`src/rtl/alu_pkg.sv`:
```
// Shared definitions for the ALU issue controller: opcodes, flag bit positions, FSM states.
package alu_pkg;

    localparam logic [3:0] OP_AND = 4'b0001;
    localparam logic [3:0] OP_OR  = 4'b0010;
    localparam logic [3:0] OP_NOT = 4'b0011;
    localparam logic [3:0] OP_XOR = 4'b0100;
    localparam logic [3:0] OP_SHL = 4'b0101;
    localparam logic [3:0] OP_ASR = 4'b0110;
    localparam logic [3:0] OP_SHR = 4'b0111;
    localparam logic [3:0] OP_ADD = 4'b1000;
    localparam logic [3:0] OP_SUB = 4'b1001;

    localparam int FLAG_N = 3;
    localparam int FLAG_Z = 2;
    localparam int FLAG_C = 1;
    localparam int FLAG_V = 0;

    typedef enum logic [1:0] {
        ST_IDLE  = 2'd0,
        ST_ISSUE = 2'd1,
        ST_RESP  = 2'd2
    } st_t;

    function automatic logic is_legal_op(input logic [3:0] op);
        case (op)
            OP_AND, OP_OR, OP_NOT, OP_XOR, OP_SHL,
            OP_ASR, OP_SHR, OP_ADD, OP_SUB: return 1'b1;
            default:                        return 1'b0;
        endcase
    endfunction

endpackage

```
`src/rtl/alu_issue_ctrl_regfile.sv`:
```
// NREGS x 8 register file: async clear, two operand read ports, a debug read port, one write port.
module alu_regfile #(
    parameter int NREGS = 4,
    parameter int IW    = 2
) (
    input  logic          i_clk,
    input  logic          i_rst_n,
    input  logic          i_we,
    input  logic [IW-1:0] i_waddr,
    input  logic [7:0]    i_wdata,
    input  logic [IW-1:0] i_raddr1,
    output logic [7:0]    o_rdata1,
    input  logic [IW-1:0] i_raddr2,
    output logic [7:0]    o_rdata2,
    input  logic [IW-1:0] i_dbg_addr,
    output logic [7:0]    o_dbg_data
);

    logic [7:0] r_regs [NREGS];

    always_ff @(posedge i_clk or negedge i_rst_n) begin
        if (!i_rst_n) begin
            for (int i = 0; i < NREGS; i++) r_regs[i] <= 8'h00;
        end else if (i_we) begin
            r_regs[i_waddr] <= i_wdata;
        end
    end

    assign o_rdata1   = r_regs[i_raddr1];
    assign o_rdata2   = r_regs[i_raddr2];
    assign o_dbg_data = r_regs[i_dbg_addr];

endmodule

```
`src/rtl/alu_issue_ctrl.sv`:
```
// Issues one command at a time to the combinational ALU, waits a fixed settle time,
// captures Y and flags, writes Y back, and returns a response.
//   state    | meaning
//   ST_IDLE  | ready for a command; operands read and ALU ports loaded at accept
//   ST_ISSUE | ALU ports held; settle counter running down to capture
//   ST_RESP  | response presented and held until rsp_ready
module alu_issue_ctrl
    import alu_pkg::*;
#(
    parameter int NREGS         = 4,
    parameter int SETTLE_CYCLES = 1,
    localparam int IW           = (NREGS > 1) ? $clog2(NREGS) : 1
) (
    input  logic          clk,
    input  logic          rst_n,
    input  logic          cmd_valid,
    output logic          cmd_ready,
    input  logic [3:0]    cmd_op,
    input  logic [IW-1:0] cmd_rd,
    input  logic [IW-1:0] cmd_rs1,
    input  logic [IW-1:0] cmd_rs2,
    input  logic          cmd_imm_en,
    input  logic [7:0]    cmd_imm,
    output logic [7:0]    alu_a,
    output logic [7:0]    alu_b,
    output logic [3:0]    alu_opcode,
    input  logic [7:0]    alu_y,
    input  logic          alu_n,
    input  logic          alu_z,
    input  logic          alu_c,
    input  logic          alu_v,
    output logic          rsp_valid,
    input  logic          rsp_ready,
    output logic [7:0]    rsp_data,
    output logic [3:0]    rsp_flags,
    output logic          rsp_err,
    input  logic [IW-1:0] dbg_addr,
    output logic [7:0]    dbg_data
);

    localparam logic [3:0] SETTLE_LD = 4'(SETTLE_CYCLES);

    st_t           r_state;
    logic [3:0]    r_cnt;
    logic [IW-1:0] r_rd;
    logic [7:0]    r_alu_a;
    logic [7:0]    r_alu_b;
    logic [3:0]    r_alu_op;
    logic          r_rsp_valid;
    logic          r_rsp_err;
    logic [7:0]    r_rsp_data;
    logic [3:0]    r_rsp_flags;
    logic [7:0]    w_rs1_data;
    logic [7:0]    w_rs2_data;
    logic          w_capture;

    assign w_capture = (r_state == ST_ISSUE) && (r_cnt == 4'd1);

    alu_regfile #(.NREGS(NREGS), .IW(IW)) u_regfile (
        .i_clk      (clk),
        .i_rst_n    (rst_n),
        .i_we       (w_capture),
        .i_waddr    (r_rd),
        .i_wdata    (alu_y),
        .i_raddr1   (cmd_rs1),
        .o_rdata1   (w_rs1_data),
        .i_raddr2   (cmd_rs2),
        .o_rdata2   (w_rs2_data),
        .i_dbg_addr (dbg_addr),
        .o_dbg_data (dbg_data)
    );

    always_ff @(posedge clk or negedge rst_n) begin
        if (!rst_n) begin
            r_state     <= ST_IDLE;
            r_cnt       <= 4'd0;
            r_rd        <= '0;
            r_alu_a     <= 8'h00;
            r_alu_b     <= 8'h00;
            r_alu_op    <= 4'h0;
            r_rsp_valid <= 1'b0;
            r_rsp_err   <= 1'b0;
            r_rsp_data  <= 8'h00;
            r_rsp_flags <= 4'h0;
        end else begin
            case (r_state)
                ST_IDLE: begin
                    if (cmd_valid) begin
                        if (is_legal_op(cmd_op)) begin
                            r_alu_a  <= w_rs1_data;
                            r_alu_b  <= cmd_imm_en ? cmd_imm : w_rs2_data;
                            r_alu_op <= cmd_op;
                            r_rd     <= cmd_rd;
                            r_cnt    <= SETTLE_LD;
                            r_state  <= ST_ISSUE;
                        end else begin
                            // Flags deliberately keep the previous capture.
                            r_rsp_err   <= 1'b1;
                            r_rsp_data  <= 8'h00;
                            r_rsp_valid <= 1'b1;
                            r_state     <= ST_RESP;
                        end
                    end
                end
                ST_ISSUE: begin
                    if (r_cnt == 4'd1) begin
                        r_rsp_data          <= alu_y;
                        r_rsp_flags[FLAG_N] <= alu_n;
                        r_rsp_flags[FLAG_Z] <= alu_z;
                        r_rsp_flags[FLAG_C] <= alu_c;
                        r_rsp_flags[FLAG_V] <= alu_v;
                        r_rsp_err           <= 1'b0;
                        r_rsp_valid         <= 1'b1;
                        r_state             <= ST_RESP;
                    end else begin
                        r_cnt <= r_cnt - 4'd1;
                    end
                end
                ST_RESP: begin
                    if (rsp_ready) begin
                        r_rsp_valid <= 1'b0;
                        r_state     <= ST_IDLE;
                    end
                end
                default: r_state <= ST_IDLE;
            endcase
        end
    end

    assign cmd_ready  = rst_n && (r_state == ST_IDLE);
    assign alu_a      = r_alu_a;
    assign alu_b      = r_alu_b;
    assign alu_opcode = r_alu_op;
    assign rsp_valid  = r_rsp_valid;
    assign rsp_err    = r_rsp_err;
    assign rsp_data   = r_rsp_data;
    assign rsp_flags  = r_rsp_flags;

endmodule

```
`config.mk`:
```
export PLATFORM = sky130hd
export DESIGN_NAME = alu_issue_ctrl
export DESIGN_NICKNAME = d
export VERILOG_FILES = /design/src/rtl/alu_pkg.sv /design/src/rtl/alu_issue_ctrl_regfile.sv /design/src/rtl/alu_issue_ctrl.sv
export SDC_FILE = /design/constraint.sdc
export NUM_CORES = 1
export LEC_CHECK = 0
export ABC_AREA = 1
export CAP_MARGIN = 10
export CORE_ASPECT_RATIO = 0.7
export CORE_UTILIZATION = 45
export CTS_CLUSTER_DIAMETER = 60
export DETAILED_ROUTE_END_ITERATION = 16
export MAX_ROUTING_LAYER = met4
export PLACE_DENSITY = 0.78
export SKIP_CTS_REPAIR_TIMING = 1
export SYNTH_ARGS = -nofsm -noshare
export SYNTH_HDL_FRONTEND = slang
export SYNTH_HIERARCHICAL = 1
export SYNTH_SLANG_ARGS = --single-unit
```
`constraint.sdc`:
```
create_clock -name clk -period 2.1 [get_ports clk]
set_input_delay 0.63 -clock clk [delete_from_list [all_inputs] [get_ports clk]]
set_output_delay 0.63 -clock clk [all_outputs]
set_load 0.005 [all_outputs]
```
==> metrics.csv <==
stage;metric;value;unit
critical_path;crit path capture type;output port;
logic_synthesis;mapped cell area;0.004187;mm^2
floorplanning;die footprint;0.009699;mm^2
pwr;Clock Power Share;0.221;
global_route;total grt overflow;0;
critical_path;Critical Path AT;1.35;ns
clock_network;H-tree depth;3;
route;Post-DRT Antenna Nets;0;
pwr;switching share of power;0.3981;
route;Wirelength per Cell;16.43;um
critical_path;kind of critical path;register to output port;
critical_path;startpoint types;register;
floorplanning;FP Rows;29;
logic_synthesis;FF+latch count, synth;74;
route;vias after detailed routing;4006;
logic_synthesis;post-synth top area share;0.4423;
timing;slew margin rel.;0.3856;
placed_design;post-placement cell area;0.005087;mm^2
timing;Fmax;506.2;MHz
global_route;initial antenna violation count;0;
pwr;Pint;4.579;mW
logic_synthesis;Synth Instances;561;
clock_network;clk_lat worst skew;0.34;ns
logic_synthesis;yosys warns;6;
final_layout;Non-Filler Instances;770;
global_route;GRT Util Overall;0.2833;
route;First DRT Iteration DRCs;400;
floorplanning;Die Wd;117.3;um
clock_network;Reg clk slew, reported paths;0.06;ns
timing;Slew @ Worst Pin;0.9216;ns
status;status;completed;
clock_network;Root Buffer;clkbuf_16;
pwr;Pwr Density;1395;mW/mm^2
timing;skew final;0.005746;ns
route;TritonRoute pass-1 iters;7;
critical_path;Reg2Reg Depth;7;
critical_path;WP data required;1.47;ns
final_layout;diodes inserted;0;
placed_design;placed insts;753;
critical_path;reg2reg setup slack;0.25;ns
clock_network;CTS tree;built;
timing;Final Hold Fails;0;
min_path;Hold Path End;u_regfile/r_regs[27];
floorplanning;Die Height;82.70;um
logic_synthesis;Area contributors post-synth;dfrtp_1 (44%), nand2_1 (21%), nand3_1 (7.2%);
critical_path;Worst R2R Start;r_cnt[1];
pwr;net switching power;3.029;mW
final_layout;nets;680;
clock_network;CTS buffer count;9;
global_route;number of global-route vias before repair;3735;
logic_synthesis;post-synthesis sequential area ratio;0.4423;
clock_network;clk buf depth;2;
placed_design;post-detail-place hpwl;8.980;mm
floorplanning;Core ar.;0.009035;mm^2
logic_synthesis;Yosys top cell by area;dfrtp_1;
critical_path;crit-path max FO;3;
final_layout;post-layout util;0.6035;
timing;min Tclk post-route;1.975;ns
logic_synthesis;number of synthesized flops with an enable pin;0;
logic_synthesis;Net Count, Synth;600;
clock_network;Sink Count;74;
timing;RSZ-0062 raised after global routing;false;
route;Residual DRC;0;
timing;Hold WS;0.4711;ns
timing;crit share post-route;0.9407;
flow_run;Max-Cap Viols;0;
floorplanning;IO Count;80;
placed_design;PortBufs;79;
placed_design;GPL Wtd Cong;0.9995;
global_route;largest net degree at the start of global routing;75;
floorplanning;Starting Density;0.4634;
logic_synthesis;syn avg cell area;7.463;um^2
global_route;first-pass GRT wire length;19.16;mm
final_layout;Syn-to-layout area delta;30.25;%
route;Total Wirelength;12.65;mm
route;Via-to-Cell Ratio;5.203;
timing;Final Setup Violations;0;
min_path;worst hold start;u_regfile/r_regs[27];
placed_design;Setup WS pre-CTS;-0.5817;ns
pwr;LEAKAGE;2.906;nW
pwr;sequential cell fraction of total power;0.342;
pwr;VDD IR max;0.0009148;V
min_path;Hold Crit Depth;2;
logic_synthesis;Async SR Flop Fraction;1.000;
min_path;worst hold path class;register to register;
final_layout;share of cells above drive strength 1;0.1037;
final_layout;final instance area;0.005453;mm^2
timing;Final Max Tran Viols;0;
timing;Final WS setup;0.1246;ns
pwr;combinational share of power;0.437;
critical_path;end of the worst register-to-register path;u_regfile/r_regs[7];
logic_synthesis;synth unique cells;31;
logic_synthesis;most used flip-flop cell after synthesis;dfrtp_1;
## worst max path at each step
| stage | start | to |
|---|---|---|
| finish | u_regfile/r_regs[14] | dbg_data[6] |
| global route | u_regfile/r_regs[14] | dbg_data[6] |
| CTS | dbg_addr[0] | dbg_data[5] |
| detailed placement | dbg_addr[0] | dbg_data[5] |
| global placement | dbg_addr[0] | dbg_data[2] |
| floorplan | dbg_addr[0] | dbg_data[0] |
## cell usage after synthesis (all sizes together) (2+ instances only)
cell type,count
xor2,2
a21oi,4
inv,71
nand4,17
mux2i,8
dfrtp,74
nor2,8
ha,2
nand2,244
buf,24
o21ai,39
nand3,64
## flip-flops by register name, summed over array words and instances, names as in the netlist
register / flops
r_rd: 2
alu_a: 8
r_cnt: 4
alu_opcode: 4
rsp_flags: 4
rsp_data: 8
r_state: 2
rsp_valid: 1
alu_b: 8
rsp_err: 1
u_regfile/r_regs: 32
## critical path, stage by stage (launching register included)
cell and delay [ns]:
dfrtp_1 0.38, inv_1 0.24, nand2_1 0.10, nand3_1 0.09, nand2_1 0.05, dlymetal6s2s_1 0.14
## layer usage
layer	up-vias	routed length (um)	track usage
met2	181	5740	0.4329
met5	-	0	-
li1	1929	-	-
met1	1879	5775	0.3812
met3	17	995	0.05620
met4	0	138	0.08861
## cells in the final DEF (no fill, tap or decap), drive strengths merged, types with 2 or more instances in the layout
master | netlist | routed
xor2 | 2 | 2
inv | 71 | 72
mux2i | 8 | 8
dfrtp | 74 | 74
clkbuf | 1 | 11
dlymetal6s2s | 0 | 10
o21ai | 39 | 39
buf | 24 | 16
ha | 2 | 2
clkdlybuf4s50 | 0 | 67
bufinv | 0 | 2
a21oi | 4 | 4
nand4 | 17 | 17
nand2 | 244 | 244
clkinv | 0 | 2
nor2 | 8 | 8
nand3 | 64 | 64
## per-stage QoR
stage | power, mW | setup TNS [ns]
6_report | 7.608 | 0
5_1_grt | 8.139 | 0
3_3_place_gp | 5.792 | -4.253
3_5_place_dp | 5.906 | -4.539
2_1_floorplan | 4.365 | 0
4_1_cts | 7.625 | -4.620
## power by group through the flow
stage | combinational, mW | clock (mW) | sequential (mW)
global route | 3.71 | 1.75 | 2.68
CTS | 3.33 | 1.70 | 2.59
global placement | 3.23 | 0 | 2.56
detailed placement | 3.30 | 0 | 2.60
floorplan | 1.89 | 0 | 2.47
finish | 3.33 | 1.68 | 2.60
## kinds of logic after synthesis
family	synth area share
buffers and inverters	0.1073
multiplexers	0.01913
AO/OA/AOI/OAI	0.06486
AND/OR/NAND/NOR	0.3562
adder cells (fa/ha/maj)	0.005976
flip-flops	0.4423
XOR/XNOR	0.004185
## final cells by class
cell class / count / area, um^2
Tap cell: 124 / 155.1
Inverter: 71 / 269.0
Sequential cell: 74 / 1854
Timing Repair Buffer: 94 / 969.7
Fill cell: 799 / 3582
Clock inverter: 6 / 90.09
Multi-Input combinational cell: 391 / 1886
Clock buffer: 10 / 229.0
Power figures use the tool's default switching activity.
